[src/rtl/mem_arbiter.sv]
// Two-requester (CPU/DMA) arbiter onto a single combinational-read memory port.
// Optional `define MEM_ARB_BOUNDS_EN rejects addresses beyond the 64-word memory and flags err.
module mem_arbiter #(
    parameter int MAX_WAIT = 4
) (
    input  logic        clk,
    input  logic        reset_n,

    input  logic        c_req,
    input  logic        c_we,
    input  logic [31:0] c_addr,
    input  logic [31:0] c_wdata,
    output logic        c_gnt,
    output logic        c_rvalid,
    output logic [31:0] c_rdata,

    input  logic        d_req,
    input  logic        d_we,
    input  logic [31:0] d_addr,
    input  logic [31:0] d_wdata,
    output logic        d_gnt,
    output logic        d_rvalid,
    output logic [31:0] d_rdata,

    output logic        m_we,
    output logic [31:0] m_a,
    output logic [31:0] m_wd,
    input  logic [31:0] m_rd,

    output logic        err
);

    localparam int CntW = (MAX_WAIT > 0) ? $clog2(MAX_WAIT + 1) : 1;
    localparam logic [CntW-1:0] MaxCnt = CntW'(MAX_WAIT);

    typedef enum logic [1:0] {
        IDLE,
        BUSY,
        RESP
    } state_e;

    state_e          state_q;
    logic            dmaWin_q;
    logic [CntW-1:0] waitCnt_q;
    logic [CntW-1:0] waitCnt_d;

    logic            c_gnt_q;
    logic            d_gnt_q;
    logic            c_rvalid_q;
    logic            d_rvalid_q;
    logic [31:0]     c_rdata_q;
    logic [31:0]     d_rdata_q;
    logic            m_we_q;
    logic [31:0]     m_a_q;
    logic [31:0]     m_wd_q;

    logic            anyReq;
    logic            dmaWins;
    logic            selWe;
    logic [31:0]     selAddr;
    logic [31:0]     selWdata;
    logic            launchWe;
    logic [31:0]     rdWord;

    // CPU has priority; the DMA is forced through once it has lost MAX_WAIT times in a row.
    always_comb begin
        anyReq    = c_req | d_req;
        dmaWins   = d_req & (~c_req | (waitCnt_q == MaxCnt));
        waitCnt_d = waitCnt_q;
        if (dmaWins) begin
            waitCnt_d = '0;
        end else if (c_req && d_req && (waitCnt_q != MaxCnt)) begin
            waitCnt_d = waitCnt_q + CntW'(1);
        end
        selWe    = dmaWins ? d_we    : c_we;
        selAddr  = dmaWins ? d_addr  : c_addr;
        selWdata = dmaWins ? d_wdata : c_wdata;
    end

`ifdef MEM_ARB_BOUNDS_EN
    logic oob_q;
    logic err_q;
    logic selOob;

    assign selOob   = |selAddr[31:8];
    assign launchWe = selWe & ~selOob;
    assign rdWord   = oob_q ? 32'h0 : m_rd;
    assign err      = err_q;

    always_ff @(posedge clk or negedge reset_n) begin
        if (!reset_n) begin
            oob_q <= 1'b0;
            err_q <= 1'b0;
        end else begin
            err_q <= 1'b0;
            if ((state_q != BUSY) && anyReq) begin
                oob_q <= selOob;
            end
            if (state_q == BUSY) begin
                err_q <= oob_q;
            end
        end
    end
`else
    assign launchWe = selWe;
    assign rdWord   = m_rd;
    assign err      = 1'b0;
`endif

    // IDLE and RESP both arbitrate, so back-to-back traffic alternates BUSY/RESP without idling.
    always_ff @(posedge clk or negedge reset_n) begin
        if (!reset_n) begin
            state_q    <= IDLE;
            dmaWin_q   <= 1'b0;
            waitCnt_q  <= '0;
            c_gnt_q    <= 1'b0;
            d_gnt_q    <= 1'b0;
            c_rvalid_q <= 1'b0;
            d_rvalid_q <= 1'b0;
            c_rdata_q  <= 32'h0;
            d_rdata_q  <= 32'h0;
            m_we_q     <= 1'b0;
            m_a_q      <= 32'h0;
            m_wd_q     <= 32'h0;
        end else begin
            c_gnt_q    <= 1'b0;
            d_gnt_q    <= 1'b0;
            c_rvalid_q <= 1'b0;
            d_rvalid_q <= 1'b0;
            m_we_q     <= 1'b0;
            case (state_q)
                IDLE, RESP: begin
                    if (anyReq) begin
                        state_q   <= BUSY;
                        dmaWin_q  <= dmaWins;
                        waitCnt_q <= waitCnt_d;
                        m_a_q     <= selAddr;
                        m_wd_q    <= selWdata;
                        m_we_q    <= launchWe;
                        c_gnt_q   <= ~dmaWins;
                        d_gnt_q   <= dmaWins;
                    end else begin
                        state_q <= IDLE;
                    end
                end
                BUSY: begin
                    state_q <= RESP;
                    if (dmaWin_q) begin
                        d_rvalid_q <= 1'b1;
                        d_rdata_q  <= rdWord;
                    end else begin
                        c_rvalid_q <= 1'b1;
                        c_rdata_q  <= rdWord;
                    end
                end
                default: state_q <= IDLE;
            endcase
        end
    end

    assign c_gnt    = c_gnt_q;
    assign d_gnt    = d_gnt_q;
    assign c_rvalid = c_rvalid_q;
    assign d_rvalid = d_rvalid_q;
    assign c_rdata  = c_rdata_q;
    assign d_rdata  = d_rdata_q;
    assign m_we     = m_we_q;
    assign m_a      = m_a_q;
    assign m_wd     = m_wd_q;

endmodule

[config.mk]
export PLATFORM = sky130hd
export DESIGN_NAME = mem_arbiter
export DESIGN_NICKNAME = d
export VERILOG_FILES = /design/src/rtl/mem_arbiter.sv
export SDC_FILE = /design/constraint.sdc
export NUM_CORES = 1
export LEC_CHECK = 0
export ABC_AREA = 1
export BUFFER_PORTS_ARGS = -buffer_cell sky130_fd_sc_hd__buf_2
export CAP_MARGIN = 10
export CORE_MARGIN = 2
export CORE_UTILIZATION = 40
export CTS_CLUSTER_DIAMETER = 50
export DETAILED_ROUTE_END_ITERATION = 8
export PLACE_DENSITY = 0.7
export SYNTH_ARGS = -nofsm -noshare
export SYNTH_HDL_FRONTEND = slang
export SYNTH_SLANG_ARGS = --single-unit
[constraint.sdc]
create_clock -name clk -period 1.7 [get_ports clk]
set_input_delay 0 -clock clk [delete_from_list [all_inputs] [get_ports clk]]
set_output_delay 0 -clock clk [all_outputs]
set_load 0.03 [all_outputs]
# After elaboration in Yosys (flattened, before gate mapping)
# Index checks and enable logic that the tools add are counted.
[totals]
output_inout_bits = 134
ff_bits = 139
elab_cells = 49
[classes]
bitwise_logic = 6
mux = 17
n_eq_ne = 4
n_reduce_logical = 9
addsub = 1
[op_table]
columns = ["op", "n"]
rows = [
  ["two-way mux 32 bit", 2],
  ["two-way mux 1 bit", 12],
  ["two-way mux 3 bit", 2],
  ["AND reduction 2 bit", 3],
  ["one-hot mux 2 bit (2 select lines)", 1],
  ["adder 3 x 1 -> 3 bit, second input constant", 1],
  ["equality test 3 bit, second input constant", 1],
  ["inequality test 3 bit, second input constant", 1],
  ["inverter 1 bit", 3],
  ["AND reduction 3 bit", 1],
  ["equality test 2 x 1 -> 1 bit, second input constant", 1],
  ["equality test 2 bit, second input constant", 1],
  ["logical AND 1 bit", 2],
  ["logical NOT 2 bit", 1],
  ["OR 1 bit", 2],
  ["nonzero test 2 bit", 1],
  ["OR reduction 2 bit", 1],
  ["bitwise AND 1 bit", 1],
]

# Logic depth before layout (Yosys ltp)
# Gate-level depths: netlist (run 1).
[logic_depth]
depth_word = 6
ltp_mapped = 10

# Least setup slack after synthesis (run 1)
# Ideal clock, no wire load.
[synth_timing]
path_kind = "register to register"
startpoint = "register waitCnt_q[0]"
endpoint = "register m_wd_q[10], in the netlist m_wd[10]"
path_stages_with_launch = 10
arrival_time_ns = 1.250
setup_ns = 0.118
required_ns = 1.582
synth_period_minus_slack_ns = 1.368
n_path_buf = 1
slack_ns = 0.332
path_cell_list = "dfrtp_1 -> inv_1 -> ha_1 -> nand2_1 -> nand2_1 -> nand2_1 -> clkbuf_1 -> nand2_1 -> nand3_1 -> nand2_1"
[synth_via]
elab_chain_cells = 4
[synth_lines]
columns = ["element", "line", "text"]
rows = [
  ["start: declaration", "44", "logic [CntW-1:0] waitCnt_q;"],
  ["start signal: assignment", "136", "waitCnt_q <= waitCnt_d;"],
  ["equality test 3 bit", "68", "dmaWins = d_req & (~c_req | (waitCnt_q == MaxCnt));"],
  ["OR 1 bit", "68", ""],
  ["bitwise AND 1 bit", "68", ""],
  ["two-way mux 32 bit", "77", "selWdata = dmaWins ? d_wdata : c_wdata;"],
  ["end signal: assignment", "138", "m_wd_q <= selWdata;"],
  ["end: declaration", "55", "logic [31:0] m_wd_q;"],
]
# Every way passes these cells.
# A chain may end at the register's enable or synchronous reset.

# Final worst setup path (run 1)
[layout_timing]
startpoint = "register waitCnt_q[0]"
endpoint = "register m_wd_q[27], in the netlist m_wd[27]"
# Same word-level chain as after synthesis.

==> results.txt, run 1 <==
Largest net degree at the start of global routing = 66
Syn nets = 1001
RSZ-0062 raised after global routing = no
Worst Skew = 0.01177 ns
Mapped Area = 6435 um2
Vias in the first global route = 7194
Clk buf depth = 2
Die W = 130.8 um
H-tree Lvls = 4
WHS Path Cells = 5
HPWL Detailed = 12.62 mm
Relative slew slack = 0.5285
Cts bufs inserted = 17
Setup slack, reg-to-reg = 0.18 ns
Peak Freq = 0.6569 GHz
Status = finished clean
Worst hold path type = in2reg
Synth cell types = 19
Yosys top cell area share = 0.5405
Cells taking the most area after synthesis = dfrtp_1 (54%), nand2_1 (15%), nand3_1 (10%), inv_1 (9.9%), o21ai_1 (4.5%)
Max Cap Viol = 0
Worst hold start = d_addr[17]
CP max FO = 48
Max-slew violation count = 0
Yosys reg bits = 139
Die Y = 130.8 um
Slew of the pin with the lowest slew margin = 0.7072 ns
Syn_area_per_cell = 7.725 um2
Clock sink count = 139
Clock transition at path regs = 0.06 ns
Crit end category = flop
Reg-to-Reg End = m_wd[27]
Final Critical Period = 1.522 ns
Worst skew pair latency = 0.41 ns
Seq/Total Area, Yosys = 0.5405
Vias per cell = 4.828
Final net count = 1445
Yosys warning count = 0
Initial drt markers = 454
Nature of the critical path startpoint = flop
Num ports = 300
CP max stage delay = 0.35 ns
Total global-route track usage = 0.2599
Area grow syn2layout = 61.39%
Post-layout util = 0.6561
CTS tree = built
Largest area contributor in the netlist = dfrtp_1
Initial antenna violation count = 1
Synth Flop Type = dfrtp_1
Reg2reg path depth = 9
Reg-to-Reg Start = waitCnt_q[0]
Static leakage = 6.052 nW
Die ar. = 17120 um2
Number of port buffers = 298
Placer congestion estimate = 0.8362
CP Cell Sequence = inv_1, ha_1, nand2_1, nand2_2, nand2_2, buf_12, nand2_1, nand3_1, nand2_1
VDD IR max = 0.0006794 V
Vias = 7276
Ys async rst share = 1.000
Finish-stage setup viols = 0
Final worst-path cycle share = 0.8955
Setup TNS = 0 ns
DR WL/cell = 15.04 um
Worst EP arrival = 1.83 ns
Fin. Hold Viols = 0
Worst path bufs/invs = 2
Top-count cell post-synth = nand2_1
Critical path type = reg2reg
Top cells by count, synth = nand2_1 (265), inv_1 (169), dfrtp_1 (139), nand3_1 (131), o21ai_1 (58)
Post-route ant nets = 0
Cell row count = 46
Post-synth EDFFs = 0
P per Cell Area = 1393 nW/um2
Top cell by count, worst path = nand2_1
Layout fillers = 1191
Top delay family on crit path = simple AND/OR/NAND/NOR gates
Layout cells sized above 1 = 0.2736
Global-route wire length before repair = 34.78 mm
Root Buffer = clkbuf_16
CP max stage cell = dfrtp_1
CTS resizes = 0
Critical path required time = 2.00 ns
Synth Instances = 833
Total gr overflow = 0
Initial core utilization = 0.4066
Total chip power = 14.46 mW
DRC Markers = 0
WL final = 22.66 mm
First-pass detailed-route iteration total = 5
Core Region = 15830 um2
Hold EP = m_a[17]
through the flow:
stage               cell area, um2  instances  setup slack [ns]  hold WS, ns
global placement              8160       1312            0.2861     -0.03602
global route                 10390       1507           0.05732      0.03232
finish                       10390       1507            0.1776     0.006515
detailed placement            8160       1312            0.2602     -0.04015
floorplan                     6435        833            0.3323      -0.2956
CTS                          10380       1506            0.2455      0.01658
sequential cells by signal, summed over array words and instances (netlist names):
name and cells:
c_gnt 1, c_rdata 32, c_rvalid 1, d_gnt 1, d_rdata 32, d_rvalid 1, dmaWin_q 1, m_a 32
m_wd 32, m_we 1, state_q 2, waitCnt_q 3
worst max path at each step:
stage | depth (start not counted) | end | from | slack [ns]
floorplan | 9 | m_wd[10] | waitCnt_q[0] | 0.33
global placement | 5 | m_we | state_q[0] | 0.29
detailed placement | 8 | m_wd[12] | waitCnt_q[0] | 0.26
CTS | 8 | m_wd[7] | waitCnt_q[0] | 0.25
global route | 8 | m_wd[12] | waitCnt_q[0] | 0.06
finish | 9 | m_wd[27] | waitCnt_q[0] | 0.18
routing by layer:
layer	part of all wire	routed length (um)	track usage	vias up
li1	-	-	-	3411
met1	0.39	8747	0.2999	3287
met2	0.47	10580	0.4194	485
met3	0.10	2351	0.09528	93
met4	0.043	982	0.1471	0
met5	0	0	0	-
cells by family (layout without fill, tap and decap cells):
kind of cell	count (synthesis)	after routing	share of synthesized area
flops	139	139	0.5405
compound gates	71	71	0.05619
fa+ha+maj	2	2	0.003888
simple gates	399	399	0.2586
buf+inv	221	678	0.1402
other cells	1	2	0.0005828
layout make-up:
cell class | instances | area, um2 | share of cell area
multi-input cells | 473 | 2072 | 0.1995
clock inverters | 14 | 161.4 | 0.01554
inverters | 171 | 641.9 | 0.06181
clock buffers | 18 | 439.2 | 0.04229
flip-flops and latches | 139 | 3478 | 0.3349
repair buffers | 475 | 3319 | 0.3196
well taps | 216 | 270.3 | 0.02602
diodes | 1 | 2.502 | 0.0002410
power breakdown:
group          leakage, nW  switching (mW)  internal (mW)
Clock                0.295            1.50           2.23
Combinational         4.05            3.99           1.78
Sequential            1.71           0.581           4.38
Total                 6.05            6.07           8.40
layout by cell type, fill, tap and decap left out:
cell type / n
nand3_1: 131
buf_12: 7
bufinv_16: 2
nor2_1: 2
inv_8: 2
buf_6: 1
ha_1: 2
inv_1: 169
nand2_2: 4
o21ai_4: 1
o21ai_0: 9
a21oi_1: 2
conb_1: 1
clkinv_2: 2
buf_4: 8
dlygate4sd3_1: 162
nor2_2: 1
dfrtp_1: 139
diode_2: 1
o21ai_1: 58
clkbuf_16: 17
clkbuf_8: 1
buf_2: 297
o21bai_1: 1
inv_6: 2
inv_2: 2
nand2_1: 261
clkinvlp_4: 1
clkinv_4: 5
worst min-delay path, stage by stage:
cell and delay (ns):
buf_2 0.08, inv_1 0.04, nand3_1 0.12, nand3_1 0.09, nand2_1 0.05
timing repair:
| item | CTS | global route |
|---|---|---|
| hold buffers | 162 | 0 |
| endpoints found under the hold margin | 268 | 0 |
| buffers inserted | 0 | 0 |
(Power assumes the default switching activity.)
==> run 2: changes to the inputs <==
==> constraint.sdc (replaced) <==
create_clock -name clk -period 1.7 [get_ports clk]
set_input_delay 0.085 -clock clk [delete_from_list [all_inputs] [get_ports clk]]
set_output_delay 0.085 -clock clk [all_outputs]
set_load 0.03 [all_outputs]
==> results.txt, run 2 (synthesized netlist as in run 1, its figures left out) <==
Status = finished clean (unchanged)
Final hold slack = 0.005673 ns (was 0.006515 ns)
Total global-route track usage = 0.2358 (was 0.2599)
Peak Freq = 0.6851 GHz (was 0.6569 GHz)
Layout fillers = 1234 (was 1191)
Static leakage = 5.953 nW (was 6.052 nW)
CP max FO = 55 (was 48)
Final Critical Period = 1.460 ns (was 1.522 ns)
Worst Skew = 0.009648 ns (was 0.01177 ns)
WL final = 20.48 mm (was 22.66 mm)
Root Buffer = clkbuf_16 (unchanged)
VDD IR max = 0.0008332 V (was 0.0006794 V)
Total chip power = 14.24 mW (was 14.46 mW)
CP Cell Sequence = inv_1, ha_1, nand2_1, nand2_2, buf_12, nand3_1, nand3_1, nand2_1 (was inv_1, ha_1, nand2_1, nand2_2, nand2_2, buf_12, nand2_1, nand3_1, nand2_1)
DRC Markers = 0 (unchanged)
Crit end category = flop (unchanged)
Nature of the critical path startpoint = flop (unchanged)
Multi-input gate area = 2072 um2 (unchanged)
H-tree Lvls = 4 (unchanged)
First-pass detailed-route iteration total = 7 (was 5)
Fin area = 10170 um2 (was 10390 um2)
Commonest non-fill, non-tap cell in the layout = buf_2 (unchanged)
Final Worst Setup Slack = 0.2403 ns (was 0.1776 ns)
Number of port buffers = 298 (unchanged)
Clock transition at path regs = 0.06 ns (about the same)
HPWL Detailed = 12.67 mm (was 12.62 mm)
CP max stage cell = dfrtp_1 (unchanged)
Post-DP Area = 8228 um2 (was 8160 um2)
Max-slew violation count = 0 (unchanged)
Vias = 6946 (was 7276)
Post-route ant nets = 0 (unchanged)
CP max stage delay = 0.38 ns (was 0.35 ns)
Layout cells sized above 1 = 0.2796 (was 0.2736)
FF/Latch Area = 3478 um2 (unchanged)
Clock sink count = 139 (unchanged)
CTS tree = built (unchanged)
P per Cell Area = 1400 nW/um2 (was 1393 nW/um2)
Area grow syn2layout = 58.02% (was 61.39%)
RSZ-0062 raised after global routing = no (unchanged)
Vias in the first global route = 6707 (was 7194)
Cts bufs inserted = 17 (unchanged)
Setup TNS = 0 ns (unchanged)
Die ar. = 17120 um2 (unchanged)
Most frequent cells in the layout = buf_2 (297), nand2_1 (261), inv_1 (169), dfrtp_1 (139), dlygate4sd3_1 (136) (was buf_2 (297), nand2_1 (261), inv_1 (169), dlygate4sd3_1 (162), dfrtp_1 (139))
Initial antenna violation count = 1 (unchanged)
Global-route wire length before repair = 31.72 mm (was 34.78 mm)
DR WL/cell = 13.80 um (was 15.04 um)
Placed Cells = 1316 (was 1312)
Worst EP arrival = 1.76 ns (was 1.83 ns)
Final worst-path cycle share = 0.8586 (was 0.8955)
Cell row count = 46 (unchanged)
Worst skew pair latency = 0.41 ns (about the same)
Placer congestion estimate = 0.8428 (was 0.8362)
Critical path type = reg2reg (unchanged)
CTS resizes = 0 (unchanged)
Post-layout util = 0.6425 (was 0.6561)
Finish-stage setup viols = 0 (unchanged)
Max Cap Viol = 0 (unchanged)
Worst hold path type = in2reg (unchanged)
CTS Hold Bufs = 136 (was 162)
Vias per cell = 4.681 (was 4.828)
Total gr overflow = 0 (unchanged)
Largest net degree at the start of global routing = 66 (unchanged)
Clk buf depth = 2 (unchanged)
Final net count = 1423 (was 1445)
Place WS = 0.2685 ns (was 0.2602 ns)
Die W = 130.8 um (unchanged)
Initial core utilization = 0.4066 (unchanged)
Fin. Hold Viols = 0 (unchanged)
Core Region = 15830 um2 (unchanged)
Critical path required time = 2.00 ns (about the same)
Num ports = 300 (unchanged)
Finished Layout Cells = 1484 (was 1507)
Die Y = 130.8 um (unchanged)
Setup Fix Bufs, Post-CTS = 0 (unchanged)
Initial drt markers = 371 (was 454)
==> run 2: changes by cell type in the layout (fill, tap and decap cells not counted), sizes merged <==
cell | previous run | this run
buf | 313 | 317
clkbuf | 18 | 20
clkinv | 7 | 2
clkinvlp | 1 | 4
diode | 1 | 2
dlygate4sd3 | 162 | 136
inv | 175 | 173
==> run 2: layout make-up <==
cell class | instances | share of cell area
Clock inverter | 10 | 0.01157
Multi-Input combinational cell | 473 | 0.2038
Timing Repair Buffer | 453 | 0.3075
Tap cell | 216 | 0.02658
Sequential cell | 139 | 0.3421
Inverter | 171 | 0.06312
Clock buffer | 20 | 0.04491
Antenna cell | 2 | 0.0004922
==> run 2: final timing paths <==
check                             start          end  cells after the start  slack, ns
min reg2reg                  state_q[1]   state_q[1]                      1       0.45
max reg2reg                waitCnt_q[0]     m_wd[27]                      8       0.24
max in group asynchronous       reset_n      m_wd[5]                      3       0.93
min                           d_addr[4]       m_a[4]                      5      0.006
min in group asynchronous       reset_n  d_rdata[24]                      2       0.19
max                        waitCnt_q[0]     m_wd[27]                      8       0.24
==> run 2: critical path, delay by kind of cell (launching register included) <==
family / cells / cell delay (ns)
AND/OR/NAND/NOR: 5 / 0.47
buffers and inverters: 2 / 0.34
adder cells (fa/ha/maj): 1 / 0.14
flip-flops: 1 / 0.38
==> run 2: report_power, final <==
group | switching (mW) | internal (mW)
combinational | 3.90 | 1.77
sequential | 0.571 | 4.38
clock | 1.38 | 2.22
total | 5.85 | 8.38
==> run 2: layer usage <==
layer / vias to the layer above / track usage / share of wire
li1: 3357 / - / -
met1: 3178 / 0.2893 / 0.41
met2: 363 / 0.3848 / 0.47
met3: 48 / 0.06678 / 0.085
met4: 0 / 0.1133 / 0.027
met5: - / 0 / 0
